$ cat config.mk
export PLATFORM = sky130hd
export DESIGN_NAME = sm4_word_packer_flat
export DESIGN_NICKNAME = d
export VERILOG_FILES = /design/src/rtl/sm4_word_packer_pkg.sv /design/src/rtl/sm4_word_packer_if.sv /design/src/rtl/sm4_word_packer.sv /design/src/flat_wrapper.sv
export SDC_FILE = /design/constraint.sdc
export NUM_CORES = 1
export LEC_CHECK = 0
export CAP_MARGIN = 20
export CORE_MARGIN = 3
export CORE_UTILIZATION = 50
export DETAILED_ROUTE_END_ITERATION = 10
export HOLD_SLACK_MARGIN = 0.05
export PLACE_DENSITY = 0.8
export SYNTH_ARGS = -nofsm -noshare
export SYNTH_HDL_FRONTEND = slang
export SYNTH_SLANG_ARGS = --single-unit
$ cat constraint.sdc
create_clock -name CLK_i -period 2.3 [get_ports CLK_i]
set_input_delay 0.345 -clock CLK_i [delete_from_list [all_inputs] [get_ports CLK_i]]
set_output_delay 0.345 -clock CLK_i [all_outputs]
set_load 0.1 [all_outputs]
$ cat src/rtl/sm4_word_packer_pkg.sv
// rtl/sm4_word_packer_pkg.sv - shared SM4 widths, packer state encoding and standard test vectors
package sm4_pkg;

    localparam int SM4_WORD_W        = 32;
    localparam int SM4_BLK_W         = 128;
    localparam int SM4_WORDS_PER_BLK = 4;

    typedef enum logic {
        COLLECT  = 1'b0,
        KEY_WAIT = 1'b1
    } packer_state_t;

    // GB/T 32907 example: key and plaintext share the same value.
    localparam logic [SM4_BLK_W-1:0] SM4_TV_KEY = 128'h0123456789abcdeffedcba9876543210;
    localparam logic [SM4_BLK_W-1:0] SM4_TV_PT  = 128'h0123456789abcdeffedcba9876543210;
    localparam logic [SM4_BLK_W-1:0] SM4_TV_CT  = 128'h681edf34d206965e86b3e94f536e4246;

endpackage

$ cat src/rtl/sm4_word_packer_if.sv
// rtl/sm4_word_packer_if.sv - word stream in, key/data blocks out, with source and packer views
interface sm4_word_packer_if;
    import sm4_pkg::*;

    logic [SM4_WORD_W-1:0] WORD_i;
    logic                  WORD_VALID_i;
    logic                  WORD_KEY_i;
    logic                  WORD_READY_o;
    logic [SM4_BLK_W-1:0]  MK_o;
    logic                  MK_VALID_o;
    logic [SM4_BLK_W-1:0]  DAT_o;
    logic                  DAT_VALID_o;
    logic                  KEY_LOADED_o;
    logic                  ERR_o;

    modport master (
        output WORD_i, WORD_VALID_i, WORD_KEY_i,
        input  WORD_READY_o, MK_o, MK_VALID_o, DAT_o, DAT_VALID_o, KEY_LOADED_o, ERR_o
    );

    modport slave (
        input  WORD_i, WORD_VALID_i, WORD_KEY_i,
        output WORD_READY_o, MK_o, MK_VALID_o, DAT_o, DAT_VALID_o, KEY_LOADED_o, ERR_o
    );

endinterface

$ cat src/rtl/sm4_word_packer.sv
// rtl/sm4_word_packer.sv - packs 32-bit words into 128-bit SM4 keys/blocks and holds off input during key expansion
module sm4_word_packer
    import sm4_pkg::*;
#(
    parameter int KEYEXP_LATENCY = 32,
    parameter bit REQUIRE_KEY    = 1'b1
) (
    input  logic               CLK_i,
    input  logic               RST_i,
    sm4_word_packer_if.slave   bus
);

    packer_state_t                   state_q, state_n;
    logic [1:0]                      cnt_q, cnt_n;
    logic                            blk_key_q, blk_key_n;
    logic [SM4_BLK_W-SM4_WORD_W-1:0] shreg_q, shreg_n;
    logic [7:0]                      wait_q, wait_n;
    logic                            ready_q, ready_n;
    logic [SM4_BLK_W-1:0]            mk_q, mk_n;
    logic                            mk_valid_q, mk_valid_n;
    logic [SM4_BLK_W-1:0]            dat_q, dat_n;
    logic                            dat_valid_q, dat_valid_n;
    logic                            key_loaded_q, key_loaded_n;
    logic                            err_q, err_n;

    logic                            accept;
    logic                            mismatch;
    logic [SM4_BLK_W-1:0]            full_blk;

    assign accept   = bus.WORD_VALID_i & ready_q;
    assign mismatch = (cnt_q != 2'd0) && (bus.WORD_KEY_i != blk_key_q);
    assign full_blk = {shreg_q, bus.WORD_i};

    // Next-state and next-output logic; the ready flag follows the next state so it is registered.
    always_comb begin
        state_n      = state_q;
        cnt_n        = cnt_q;
        blk_key_n    = blk_key_q;
        shreg_n      = shreg_q;
        wait_n       = wait_q;
        mk_n         = mk_q;
        mk_valid_n   = 1'b0;
        dat_n        = dat_q;
        dat_valid_n  = 1'b0;
        key_loaded_n = key_loaded_q;
        err_n        = 1'b0;

        unique case (state_q)
            COLLECT: begin
                if (accept) begin
                    if (cnt_q == 2'd0 || mismatch) begin
                        // A type change restarts the block with the offending word as its first word.
                        err_n                   = mismatch;
                        blk_key_n               = bus.WORD_KEY_i;
                        shreg_n[95:64]          = bus.WORD_i;
                        cnt_n                   = 2'd1;
                    end else if (cnt_q == 2'd1) begin
                        shreg_n[63:32]          = bus.WORD_i;
                        cnt_n                   = 2'd2;
                    end else if (cnt_q == 2'd2) begin
                        shreg_n[31:0]           = bus.WORD_i;
                        cnt_n                   = 2'd3;
                    end else begin
                        cnt_n = 2'd0;
                        if (blk_key_q) begin
                            mk_n         = full_blk;
                            mk_valid_n   = 1'b1;
                            key_loaded_n = 1'b1;
                            state_n      = KEY_WAIT;
                            wait_n       = 8'(KEYEXP_LATENCY);
                        end else if (REQUIRE_KEY && !key_loaded_q) begin
                            err_n = 1'b1;
                        end else begin
                            dat_n       = full_blk;
                            dat_valid_n = 1'b1;
                        end
                    end
                end
            end
            KEY_WAIT: begin
                // The last wait cycle releases ready at the following edge.
                if (wait_q <= 8'd1) begin
                    state_n = COLLECT;
                    wait_n  = 8'd0;
                end else begin
                    wait_n = wait_q - 8'd1;
                end
            end
            default: state_n = COLLECT;
        endcase

        ready_n = (state_n == COLLECT);
    end

    // State and output registers with synchronous reset.
    always_ff @(posedge CLK_i) begin
        if (RST_i) begin
            state_q      <= COLLECT;
            cnt_q        <= 2'd0;
            blk_key_q    <= 1'b0;
            shreg_q      <= '0;
            wait_q       <= 8'd0;
            ready_q      <= 1'b0;
            mk_q         <= '0;
            mk_valid_q   <= 1'b0;
            dat_q        <= '0;
            dat_valid_q  <= 1'b0;
            key_loaded_q <= 1'b0;
            err_q        <= 1'b0;
        end else begin
            state_q      <= state_n;
            cnt_q        <= cnt_n;
            blk_key_q    <= blk_key_n;
            shreg_q      <= shreg_n;
            wait_q       <= wait_n;
            ready_q      <= ready_n;
            mk_q         <= mk_n;
            mk_valid_q   <= mk_valid_n;
            dat_q        <= dat_n;
            dat_valid_q  <= dat_valid_n;
            key_loaded_q <= key_loaded_n;
            err_q        <= err_n;
        end
    end

    assign bus.WORD_READY_o = ready_q;
    assign bus.MK_o         = mk_q;
    assign bus.MK_VALID_o   = mk_valid_q;
    assign bus.DAT_o        = dat_q;
    assign bus.DAT_VALID_o  = dat_valid_q;
    assign bus.KEY_LOADED_o = key_loaded_q;
    assign bus.ERR_o        = err_q;

endmodule

$ cat src/flat_wrapper.sv
// flat-port wrapper written by rule: the top's interface ports become plain ports
module sm4_word_packer_flat import sm4_pkg::*;
#(
    parameter int KEYEXP_LATENCY = 32,
    parameter bit REQUIRE_KEY    = 1'b1
)
  (CLK_i, RST_i, bus_WORD_i, bus_WORD_VALID_i, bus_WORD_KEY_i, bus_WORD_READY_o, bus_MK_o, bus_MK_VALID_o, bus_DAT_o, bus_DAT_VALID_o, bus_KEY_LOADED_o, bus_ERR_o);
  sm4_word_packer_if bus_i ();
  input  logic CLK_i;
  input  logic RST_i;
  input wire logic [$bits(bus_i.WORD_i)-1:0] bus_WORD_i;
  input wire logic [$bits(bus_i.WORD_VALID_i)-1:0] bus_WORD_VALID_i;
  input wire logic [$bits(bus_i.WORD_KEY_i)-1:0] bus_WORD_KEY_i;
  output wire logic [$bits(bus_i.WORD_READY_o)-1:0] bus_WORD_READY_o;
  output wire logic [$bits(bus_i.MK_o)-1:0] bus_MK_o;
  output wire logic [$bits(bus_i.MK_VALID_o)-1:0] bus_MK_VALID_o;
  output wire logic [$bits(bus_i.DAT_o)-1:0] bus_DAT_o;
  output wire logic [$bits(bus_i.DAT_VALID_o)-1:0] bus_DAT_VALID_o;
  output wire logic [$bits(bus_i.KEY_LOADED_o)-1:0] bus_KEY_LOADED_o;
  output wire logic [$bits(bus_i.ERR_o)-1:0] bus_ERR_o;
  assign bus_i.WORD_i = bus_WORD_i;
  assign bus_i.WORD_VALID_i = bus_WORD_VALID_i;
  assign bus_i.WORD_KEY_i = bus_WORD_KEY_i;
  assign bus_WORD_READY_o = bus_i.WORD_READY_o;
  assign bus_MK_o = bus_i.MK_o;
  assign bus_MK_VALID_o = bus_i.MK_VALID_o;
  assign bus_DAT_o = bus_i.DAT_o;
  assign bus_DAT_VALID_o = bus_i.DAT_VALID_o;
  assign bus_KEY_LOADED_o = bus_i.KEY_LOADED_o;
  assign bus_ERR_o = bus_i.ERR_o;
  sm4_word_packer #(.KEYEXP_LATENCY(KEYEXP_LATENCY), .REQUIRE_KEY(REQUIRE_KEY)) u_core (.CLK_i(CLK_i), .RST_i(RST_i), .bus(bus_i));
endmodule
Yosys cells after proc, flatten, opt, wreduce, memory -nomap -nowiden
Cells that the tools add are included.

word-level totals
  register bits = 369
  bits in latches = 0
  memory bits (writable) = 0
  bits in read-only memories = 0
  input bits = 36
  output and inout bits = 261
  word-level logic and storage cells = 69
  memories = 0

operators by class
  add/sub/neg operators = 1
  multipliers = 0
  divide/modulo/power cells = 0
  magnitude comparators = 1
  equal/unequal tests = 8
  shifts and indexed selects = 0
  multiplexer cells = 23
  bitwise logic cells = 8
  reductions and logical operators = 14

operators with widths
  operator             number
  $mux 8               6
  $pmux 8 s2           1
  $mux 1               12
  $reduce_and 5->1     2
  $le 8x1->1 const B   1
  $sub 8x1->8 const B  1
  $not 1->1            7
  $reduce_and 7->1     1
  $reduce_or 7->1      1
  $mux 2               3
  $ne 2x2->1 const B   3
  $reduce_and 6->1     1
  $ne 2x1->1 const B   2
  $reduce_and 4->1     1
  $reduce_and 3->1     1
  $reduce_or 3->1      1
  $eq 2x1->1 const B   1
  $eq 2x2->1 const B   1
  $logic_not 2->1      1
  $pmux 1 s2           1
  $reduce_and 2->1     1
  $reduce_bool 2->1    1
  $reduce_or 2->1      1
  $and 1x1->1          1
  other kinds (3)      3

Depth between registers and ports, before layout
  depth after elaboration = 7
  depth in mapped cells = 9
  gate-level depth less buffers = 6

Least setup slack after synthesis
Ideal clock, no wire load.

  path kind = register to register
  from = register u_core.ready_q (netlist: u_core.bus.WORD_READY_o)
  to = register u_core.wait_q[2]
  setup time = 0.114 ns
  data arrival time = 2.034 ns
  data required time = 2.186 ns
  slack = 0.152 ns
  stages on the path, launching flop included = 5
  buffers on the path = 0
  period minus slack after synthesis = 2.148 ns
  cell sequence = dfxtp_1 nor4bb_1 a41oi_1 o21bai_1 a21o_1

between the ends
  word-level cells in the longest chain between the ends = 3

RTL lines
  item                        line                    text
  start: declaration          sm4_word_packer.sv:18   logic ready_q, ready_n;
  start signal: assignment    sm4_word_packer.sv:116  ready_q <= ready_n;
  $and 1x1->1                 sm4_word_packer.sv:30   assign accept = bus.WORD_VALID_i & ready_q;
  $ne 2x1->1 (no line)        n/a
  $reduce_and 5->1 (no line)  n/a
  end signal: assignment      sm4_word_packer.sv:115  wait_q <= wait_n;
  end: declaration            sm4_word_packer.sv:17   logic [7:0] wait_q, wait_n;

Every way passes these cells.
A chain may end at the register's enable or synchronous reset.

Worst setup path in the final report
  from = register u_core.cnt_q[0]
  to = register u_core.mk_q[94] (netlist: u_core.bus.MK_o[94])

between the ends
  word-level cells in the longest chain between the ends = 5
  elaborated cells between the ends (all ways) = 10
  those cells by class = eq/ne (2); bitwise (3); reduce/logical (5)

RTL lines
  item                            line                    text
  start: declaration              sm4_word_packer.sv:14   logic [1:0] cnt_q, cnt_n;
  start signal: assignment        sm4_word_packer.sv:112  cnt_q <= cnt_n;
  $reduce_bool 2->1               sm4_word_packer.sv:31   assign mismatch = (cnt_q != 2'd0) && (bus.WORD_KEY_i != blk_key_q);
  $logic_and 1x1->1               sm4_word_packer.sv:31
  $logic_or 1x1->1                sm4_word_packer.sv:51   if (cnt_q == 2'd0 || mismatch) begin
  $not 1->1 (no line)             n/a
  $reduce_and 6->1 (no line) (*)  n/a
  end signal: assignment          sm4_word_packer.sv:117  mk_q <= mk_n;
  end: declaration                sm4_word_packer.sv:19   logic [SM4_BLK_W-1:0] mk_q, mk_n;

Every way passes the cells marked *; elsewhere a longest branch is shown, timed or not.

==> run_results.csv <==
group,metric,value,unit
synth,synth-simple-area-share,20.50,%
synth,yosysTopAreaCell,"dfxtp_1",
synth,synth_cells,1559,
clock_tree,root_buffer,"clkbuf_16",
hold_path,hp-class,"flip-flop to flip-flop",
worst_setup_path,startpoint,"u_core.cnt_q[0]$_SDFFE_PP0P_",
worst_setup_path,timing.rr.start,"u_core.cnt_q[0]$_SDFFE_PP0P_",
synth,synth_xor_area_share,0.2603,%
synth,netlist_area,12980,um^2
placement,hpwlAfterDp,26.18,mm
layout,layout_common_cells,"nand2_1 (585), dfxtp_1 (369), a21oi_1 (292)",
floorplan,initial_core_util,51.25,%
placement,finalWeightedCongestion,0.7960,
synth,synth_compound_area_share,12.53,%
grt,grt_antenna_before_repair,0,
timing,hold_viol_final,0,
pwr,seqPwrFrac,48.5,%
synth,synth_ff_type,"dfxtp_1",
worst_setup_path,cp-start-kind,"flip-flop",
synth,synth_edf_count,0,
timing,worst_slew_pin_slew,853.9,ps
detailed_routing,drt_iter0_markers,1106,
synth,synth_top_cells_by_area,"dfxtp_1 (57%), nand2_1 (17%), a21oi_1 (11%)",
timing,rsz0062_at_grt,"no",
detailed_routing,drt-pass1-iter-count,7,
worst_setup_path,slowest_stage,"and4b_4",
timing,min_period,2122,ps
floorplan,boundaryPins,297,
worst_setup_path,path_class,"flip-flop to flip-flop",
floorplan,die_h,167.1,um
worst_setup_path,worstPathArrival,2560,ps
pwr,p_int,10.48,mW
timing,slew_violations,0,
grt,grt_pass1_wl,61.23,mm
grt,grt_pass1_vias,10867,
clock_tree,cts_max_path_buffers,3,
clock_tree,cts_tree,"built",
pwr,finalPower,13.31,mW
synth,synthAdderAreaFrac,0.4820,%
synth,synthArstFlopShare,0,%
layout,syn_to_final_growth,30.13,%
grt,grt.busiest_layer,"met2",
timing,timing.fmax,0.4712,GHz
grt,met3_usage,7.838,%
pwr,swShare,21.28,%
worst_setup_path,cpLargestDelayFamily,"simple AND/OR/NAND/NOR gates",
pwr,p_per_area,787.8,nW/um^2
pwr,power_leakage,6.938,nW
grt,grt_use_met2,44.74,%
clock_tree,h-tree-depth,2,
worst_setup_path,crit_fanout,55,
placement,place_area,15560,um^2
detailed_routing,ant_nets,0,
timing,setup_tns,0,ps
worst_setup_path,critical_path_buf_inv_count,2,
clock_tree,clk_latency,530,ps
run,cap_violations,0,
worst_setup_path,cp.required,2740,ps
floorplan,die_x,167.1,um
synth,synth_mux_area_share,4.935,%
hold_path,min_from,"u_core.bus.MK_o[89]$_SDFFE_PP0P_",
layout,num-nets-final,1847,
grt,met1_usage,34.45,%
clock_tree,postCtsSetupBuffers,0,
floorplan,core_area,25330,um^2
grt,track_usage,27.47,%
synth,ys_ff_latch,369,
detailed_routing,via_per_inst,5.361,
placement,port_buffers,296,
detailed_routing,routed-via-count,11602,
timing,finClkSkew,16.28,ps
synth,syn-num-nets,1600,
detailed_routing,drc,0,
floorplan,row_count,58,
detailed_routing,wirelength,39.98,mm
outcome,status,"completed",
pwr,combPwrFrac,3.2,%
synth,synth_warnings,0,
layout,layout_commonest_cell,"nand2_1",
synth,synth_top_family_by_area,"simple AND/OR/NAND/NOR gates",
synth,ys_seq_area_share,56.91,%
timing,post-route-period-util,92.28,%
synth,synthDistinctLibCells,44,
pwr,peakVddDrop,596.6,uV
grt,grt-ovfl-total,0,
synth,synth_top_area_share,56.91,%
timing,finalSetupViolCount,0,
layout,diodes,0,
clock_tree,path_clk_slew,60,ps
worst_setup_path,crit_chain,"inv_1, ha_1, and4bb_1, and4b_4, buf_12, nand2_1, a21oi_1",
pwr,p_switching,2.831,mW
detailed_routing,routedWlPerCell,18.48,um
clock_tree,cts-buffers-inserted,38,
timing,relSlewSlack,43.07,%
worst_setup_path,endpoint_kind,"flip-flop",
layout,drive_gt1_share,19.41,%
floorplan,die_area,27930,um^2
layout,final_area,16890,um^2
clock_tree,clock_sinks,369,
worst_setup_path,max_stage_delay,420,ps
grt,grt_max_degree,182,
synth,syn_avg_cell_area,8.326,um^2
pwr,p_clk_share,48.2,%
-- Yosys cell counts (2+ instances only) --
cell / count
nand2_1: 585
dfxtp_1: 369
a21oi_1: 293
nor2_1: 74
mux2i_1: 64
clkbuf_1: 56
buf_2: 34
buf_4: 21
inv_1: 6
ha_1: 5
a21o_1: 3
a41oi_1: 3
nand3_1: 3
nand3b_1: 3
o21ai_0: 3
and3_1: 2
buf_1: 2
nand4_1: 2
nor3_1: 2
nor3b_1: 2
nor4b_1: 2
o21bai_1: 2
xor2_1: 2
-- metal layers --
metal,routed length [um],vias to the layer above
met5,0,-
met4,1631,0
met3,3473,85
met2,18810,447
met1,16070,5512
li1,-,5558
-- stage by stage --
stage               hold slack (ps)  util [%]  cells  setup WS (ps)
finish                        453.8     66.69   2164          177.6
global route                  470.8     66.69   2164          45.41
CTS                           455.1     66.67   2164          186.9
detailed placement            447.2     61.42   2095          3.545
global placement              442.4     61.42   2095          81.24
floorplan                     441.0         -   1559          152.0
-- worst min-delay path, cell delays in order, from the launching register on --
cell	delay (ps)
dfxtp_1	310
nand2_1	50
a21oi_1	50
-- cell type report --
cell class	instances	area (um^2)
fillers	1995	8436
flip-flops and latches	369	7387
multi-input cells	1071	5077
repair buffers	320	2673
clock buffers	56	1152
well taps	330	412.9
clock inverters	12	166.4
inverters	6	22.52
-- path summary, 6_finish.rpt --
kind,end,slack (ps),cells after the start
worst max-delay path,u_core.bus.MK_o[94]$_SDFFE_PP0P_,180,7
worst min-delay path,u_core.bus.MK_o[89]$_SDFFE_PP0P_,450,2
worst max register to register,u_core.bus.MK_o[94]$_SDFFE_PP0P_,180,7
worst min register to register,u_core.bus.MK_o[89]$_SDFFE_PP0P_,450,2
-- state kept, by name, summed over array words and instances (netlist names) --
| signal | cells |
|---|---|
| u_core.blk_key_q | 1 |
| u_core.cnt_q | 2 |
| u_core.bus.DAT_VALID_o | 1 |
| u_core.wait_q | 8 |
| u_core.bus.MK_o | 128 |
| u_core.state_q | 1 |
| u_core.bus.ERR_o | 1 |
| u_core.bus.WORD_READY_o | 1 |
| u_core.bus.MK_VALID_o | 1 |
| u_core.bus.DAT_o | 128 |
| u_core.bus.KEY_LOADED_o | 1 |
| u_core.shreg_q | 96 |
-- cell families after synthesis --
kind of cell,Yosys count
muxes,64
DFF,369
adders and majority gates,5
AOI/OAI and AO/OA,314
buffers and inverters,119
and+or+nand+nor,685
xor gates and xnor gates,3
-- what timing repair did --
action,4_1_cts,5_1_grt
gates resized for setup,0,1
hold endpoints to repair,1,0
endpoints found under the setup margin,0,1
hold buffers,1,0
-- power groups by stage --
stage,Clock (mW),Sequential [mW],Combinational [mW]
2_1_floorplan,0,6.60,0.180
3_3_place_gp,0,6.60,0.420
3_5_place_dp,0,6.60,0.424
4_1_cts,6.49,6.46,0.427
5_1_grt,6.73,6.46,0.453
6_report,6.42,6.46,0.430
Note: power is estimated with default switching activity, not from simulation.
